--- src/rtl/seq_divider.sv ---
// Radix-2 restoring unsigned divider, one quotient bit per clock.
// start/busy/done handshake; results held until the next done.
module seq_divider #(
  parameter int WIDTH = 4
) (
  input  logic             clk,
  input  logic             rst_n,
  input  logic             start,
  input  logic [WIDTH-1:0] dividend,
  input  logic [WIDTH-1:0] divisor,
  output logic             busy,
  output logic             done,
  output logic [WIDTH-1:0] quotient,
  output logic [WIDTH-1:0] remainder,
  output logic             div_by_zero
);

  localparam int CW = (WIDTH > 2) ? $clog2(WIDTH) : 1;
  localparam logic [CW-1:0] LAST = CW'(WIDTH - 1);

  typedef enum logic [1:0] {
    S_IDLE,
    S_CALC,
    S_FIN
  } state_t;

  state_t           r_state;
  logic [WIDTH-1:0] r_q;
  logic [WIDTH-1:0] r_rem;
  logic [WIDTH-1:0] r_dvs;
  logic [CW-1:0]    r_cnt;
  logic             r_dz;
  logic             r_busy;
  logic             r_done;
  logic [WIDTH-1:0] r_quot;
  logic [WIDTH-1:0] r_remo;
  logic             r_dzo;

  logic [WIDTH:0]   w_sh;
  logic [WIDTH:0]   w_t;
  logic             w_neg;

  // Sign bit of the WIDTH+1 subtractor is the borrow.
  assign w_sh  = {r_rem, r_q[WIDTH-1]};
  assign w_t   = w_sh - {1'b0, r_dvs};
  assign w_neg = w_t[WIDTH];

  always_ff @(posedge clk or negedge rst_n) begin
    if (!rst_n) begin
      r_state <= S_IDLE;
      r_q     <= '0;
      r_rem   <= '0;
      r_dvs   <= '0;
      r_cnt   <= '0;
      r_dz    <= 1'b0;
      r_busy  <= 1'b0;
      r_done  <= 1'b0;
      r_quot  <= '0;
      r_remo  <= '0;
      r_dzo   <= 1'b0;
    end else begin
      r_done <= 1'b0;
      case (r_state)
        S_IDLE: begin
          if (start) begin
            r_dvs <= divisor;
            r_cnt <= '0;
            if (divisor == '0) begin
              r_q     <= '1;
              r_rem   <= dividend;
              r_dz    <= 1'b1;
              r_state <= S_FIN;
            end else begin
              r_q     <= dividend;
              r_rem   <= '0;
              r_dz    <= 1'b0;
              r_busy  <= 1'b1;
              r_state <= S_CALC;
            end
          end
        end
        S_CALC: begin
          r_q   <= {r_q[WIDTH-2:0], ~w_neg};
          r_rem <= w_neg ? w_sh[WIDTH-1:0] : w_t[WIDTH-1:0];
          r_cnt <= r_cnt + 1'b1;
          if (r_cnt == LAST) begin
            r_state <= S_FIN;
          end
        end
        S_FIN: begin
          r_quot  <= r_q;
          r_remo  <= r_rem;
          r_dzo   <= r_dz;
          r_done  <= 1'b1;
          r_busy  <= 1'b0;
          r_state <= S_IDLE;
        end
        default: begin
          r_state <= S_IDLE;
        end
      endcase
    end
  end

  assign busy        = r_busy;
  assign done        = r_done;
  assign quotient    = r_quot;
  assign remainder   = r_remo;
  assign div_by_zero = r_dzo;

endmodule

--- config.mk ---
export PLATFORM = sky130hd
export DESIGN_NAME = seq_divider
export DESIGN_NICKNAME = d
export VERILOG_FILES = /design/src/rtl/seq_divider.sv
export SDC_FILE = /design/constraint.sdc
export NUM_CORES = 1
export LEC_CHECK = 0
export ABC_AREA = 1
export CORE_ASPECT_RATIO = 0.8
export CORE_MARGIN = 2
export CORE_UTILIZATION = 57
export DETAILED_ROUTE_END_ITERATION = 8
export PLACE_DENSITY = 0.84
export SYNTH_ARGS = -nofsm -noshare
export SYNTH_HDL_FRONTEND = slang
export SYNTH_SLANG_ARGS = --single-unit
--- constraint.sdc ---
create_clock -name clk -period 5 [get_ports clk]
set_input_delay 1 -clock clk [delete_from_list [all_inputs] [get_ports clk]]
set_output_delay 1 -clock clk [all_outputs]
set_load 0.005 [all_outputs]
# == After elaboration in Yosys (flattened, before gate mapping) ==
# Index checks and enable logic that the tools add are counted.
# word_totals
ff_bits,28
inputBits,11
out_inout_bits,11
elab_cells,46
# op_classes
addsub,2
eq_ne,6
n_mux,18
n_bitwise,1
n_reduce_logical,8
# ops
op,count
$mux 4,5
$pmux 4 s2,2
$mux 2,4
$pmux 2 s2,2
$ne 2x2->1 const B,3
$reduce_and 2->1,3
$sub 5x4->5,1
$eq 2x2->1 const B,2
$logic_not 4->1,1
$mux 1,4
$reduce_bool 2->1,2
$reduce_and 3->1,1
$add 2x1->2 const B,1
$eq 2x1->1 const B,1
$logic_not 2->1,1
$pmux 1 s2,1
$not 1->1,1

# == Depth between registers and ports, before layout ==
# logic_depth
word_depth,4
ltp_mapped,12

# == Worst setup path before layout ==
# Ideal clock, no wire load.
# synth_timing
path_type,input -> register
startpoint,input port divisor[1]
endpoint,register r_rem[0]
setup_ns,0.077
arrival_ns,1.632
setup_slack_ns,3.290
path_stages,5
path_buffers,0
path_cell_list,nor2_1 -> nand3_1 -> nor2_1 -> a21oi_1 -> a21oi_1
# synth_between
elab_chain_len,4
# synth_rtl
item,line_no,source
"start, declared",10,"input logic [WIDTH-1:0] divisor,"
$logic_not 4->1,68,if (divisor == '0) begin
$mux 4,68,
$mux 4,65,if (start) begin
$pmux 4 s2,63,case (r_state)
"end signal, assigned",70,r_rem <= dividend;
"end signal, assigned",84,r_rem <= w_neg ? w_sh[WIDTH-1:0] : w_t[WIDTH-1:0];
"end, declared",29,logic [WIDTH-1:0] r_rem;
# No other way between the ends. The select of a mux whose other input is x is not followed.
# A chain may end at the register's enable or synchronous reset.

# == Worst setup path after layout ==
# layout_timing
startpoint,register r_remo[2] (netlist: remainder[2])
endpoint,output port remainder[2]
# layout_lines
item,line_no,source
"start, declared",36,logic [WIDTH-1:0] r_remo;
"start signal, assigned",92,r_remo <= r_rem;
"end, declared",14,"output logic [WIDTH-1:0] remainder,"
# No word-level cell between the ends.

==> impl_metrics.tcl <==
set metrics [dict create \
    vias 1172 \
    synthAdderAreaFrac_pct 5.77 \
    drt_first_iter_violations 42 \
    hold_path_end "div_by_zero" \
    cpLargestDelayFamily "buffers and inverters" \
    final_cells 224 \
    synth_xor_area_share_pct 0 \
    drtPass1Iterations 4 \
    dp_hpwl_mm 2.15 \
    routedWlPerCell_um 12.3 \
    p_leak_nw 0.836 \
    clkPwrFrac_pct 9.0 \
    grt_max_degree 29 \
    hold_path_startpoint "div_by_zero" \
    grt_pass1_wl_mm 4.97 \
    p_switching_mw 0.526 \
    wl_mm 2.75 \
    start_util_pct 59.1 \
    core_um2 2420 \
    nets 206 \
    critPathKind "flop to output port" \
    path_cells "clkdlybuf4s50_1" \
    worstSetupEndpointType "output port" \
    port-buffer-count 21 \
    synth-simple-area-share_pct 21.6 \
    use_met2_pct 38.2 \
    dieArea_um2 2930 \
    ios 22 \
    synth_top_family_by_area "simple AND/OR/NAND/NOR gates" \
    cp_slowest_cell "clkdlybuf4s50_1" \
    cts_resized 0 \
    fin_crit_ns 2.21 \
    finalSetupTns_ns 0 \
    slew_viol_final 0 \
    rows 16 \
    diodes 0 \
    top_usage_layer "met2" \
    drive_above_1_share_pct 7.45 \
    fillers 204 \
    rsz0062_at_grt "no" \
    switching_share_pct 44.0 \
    clock_latency_ns 0.32 \
    synth.distinct_cells 26 \
    netlist_top_cells_area "dfrtp_1 49%, nand2_1 10%, inv_1 6.0%, nand3_1 4.5%, ha_1 4.4%" \
    dieHeight_um 48.8 \
    syn_inst 165 \
    yosysSeqAreaShare_pct 49.0 \
    slew_headroom_pct 69.4 \
    fin_area_um2 1700 \
    cts_buffer_depth 2 \
    worst_slew_pin_slew_ns 0.458 \
    synth_compound_area_share_pct 14.9 \
    syn_area_per_cell_um2 8.67 \
    critPathMaxStageDelay_ns 0.51 \
    power_density_nw_per_um2 702 \
    antenna_found_initial 0 \
    avgViaCountPerCell 5.23 \
    dp_cells 220 \
    fin_util_pct 70.2 \
    setup_violations 0 \
    cts.htree.levels 1 \
    syn_nets 182 \
    cts_tree "built" \
    grt_usage_pct 22.0 \
    combinationalPowerShare_pct 57.2 \
    clockRootBuffer "clkbuf_4" \
    gr-usage-met3_pct 5.04 \
    synth_seq_cells 28 \
    crit_arrival_ns 1.21 \
    ant_nets 0 \
    yosysTopAreaCell "dfrtp_1" \
    grt_pass1_vias 1173 \
    p_int_mw 0.668 \
    cts_buffers 3 \
    syn_area_um2 1430 \
    gp_congestion 0.825 \
    final_hold_viol_count 0 \
    final.period_utilization_pct 44.2 \
    drcViolationCount 0 \
    hp-class "flop to flop" \
    muxShareOfSynthArea_pct 0 \
    critPathMaxFanout 2 \
    r2r_end "r_rem[3]" \
    worst-path-buf-inv 1 \
    worst-r2r-setup-slack_ns 3.09 \
    post_cts_buffers 0 \
    fin_worst_skew_ns 0.00502 \
    clk_pin_slew_ns 0.14 \
    area_delta_synth_final_pct 18.8 \
    reg2reg_depth 12 \
    grt_overflow_total 0 \
    place_area_um2 1660 \
    vdd_drop_max_mv 0.357 \
    startpoint_type "flop" \
    netlist.area_leader.share_pct 49.0 \
    clock_sinks 28 \
    fp.dieW_um 60.0 \
    drv_cap 0 \
    use_met1_pct 28.7 \
    r2r-start "r_q[3]" \
    worst_ep_required_time_ns 4.00 \
    sequentialPowerShare_pct 33.8 \
    yosys_warnings 0 \
    hold_path_depth 2 \
    fmax_mhz 452 \
    cts_hold_buffers 0 \
    status "finished, final reports clean" \
]
power groups by stage:
stage	clock (mW)	combinational [mW]	sequential, mW
after floorplan	0	0.503	0.398
after global placement	0	0.654	0.402
after detailed placement	0	0.681	0.408
after CTS	0.110	0.683	0.402
after global routing	0.118	0.792	0.418
final	0.107	0.683	0.404
cell usage in the layout, fill, tap and decap left out:
master and instances:
fa_1 1, nand3_2 1, a31oi_1 1, ha_1 5, o211a_1 1, dfrtp_1 28
buf_4 1, or2_1 1, o21ai_1 7, o211ai_1 1, inv_2 1, nor2_1 8
a22o_1 1, o221ai_2 1, clkbuf_4 3, nand3_1 13, nand2_2 2, o21a_1 1
clkbuf_8 1, inv_1 23, o21ai_0 9, clkdlybuf4s50_1 21, a21oi_1 11, a22oi_1 3
nor3_4 1, inv_4 1, nor2_4 2, nand2_1 39
logic make-up (layout without fill, tap and decap cells):
logic type	count (synthesis)	after routing
buf+inv	28	51
simple gates	67	67
flops	28	28
compound gates	36	36
fa+ha+maj	6	6
metrics by stage:
stage / setup slack [ns] / hold WS [ns] / power [mW]
after floorplan: 3.29 / 0.450 / 0.901
after global placement: 2.65 / 0.454 / 1.06
after detailed placement: 2.61 / 0.468 / 1.09
after CTS: 2.79 / 0.501 / 1.20
after global routing: 2.73 / 0.543 / 1.33
final: 2.79 / 0.497 / 1.19
final cells by class:
type                       instances  area [um^2]  area share (%)
clock buffer                       4         36.3            2.13
sequential                        28          701            41.2
tap                               36         45.0            2.65
multi-input combinational        109          604            35.5
timing repair buffer              22          218            12.8
inverter                          25         96.3            5.67
per-layer routing:
layer / part of all wire [%] / vias up
met2: 49 / 30
li1: - / 584
met5: 0 / -
met4: 0.47 / 0
met1: 46 / 556
met3: 4.2 / 2
flip-flops by register name, indices dropped and copies added (netlist names), 2 cells and up:
| register | count |
|---|---|
| r_cnt | 2 |
| r_dvs | 4 |
| r_q | 4 |
| remainder | 4 |
| r_rem | 4 |
| quotient | 4 |
| r_state | 2 |
worst max-delay path by stage:
stage,to,from,cells after the start,slack (ns)
after floorplan,r_rem[0],divisor[1],5,3.29
after global placement,r_rem[2],start,7,2.65
after detailed placement,r_rem[0],start,7,2.61
after CTS,remainder[2],remainder[2],1,2.79
after global routing,remainder[2],remainder[2],1,2.73
final,remainder[2],remainder[2],1,2.79
synthesized netlist by cell type:
cell,n
a22o_1,1
dfrtp_1,28
a21oi_1,11
buf_4,1
nor3_4,1
o211a_1,1
nand2_1,39
a31oi_1,1
o21ai_0,9
o211ai_1,1
o221ai_2,1
inv_1,23
or2_1,1
o21ai_1,7
fa_1,1
nand3_1,13
o21a_1,1
buf_6,2
nor2_4,2
ha_1,5
inv_2,1
nand3_2,1
a22oi_1,3
nand2_2,2
nor2_1,8
inv_4,1
Note: power is estimated with default switching activity, not from simulation.
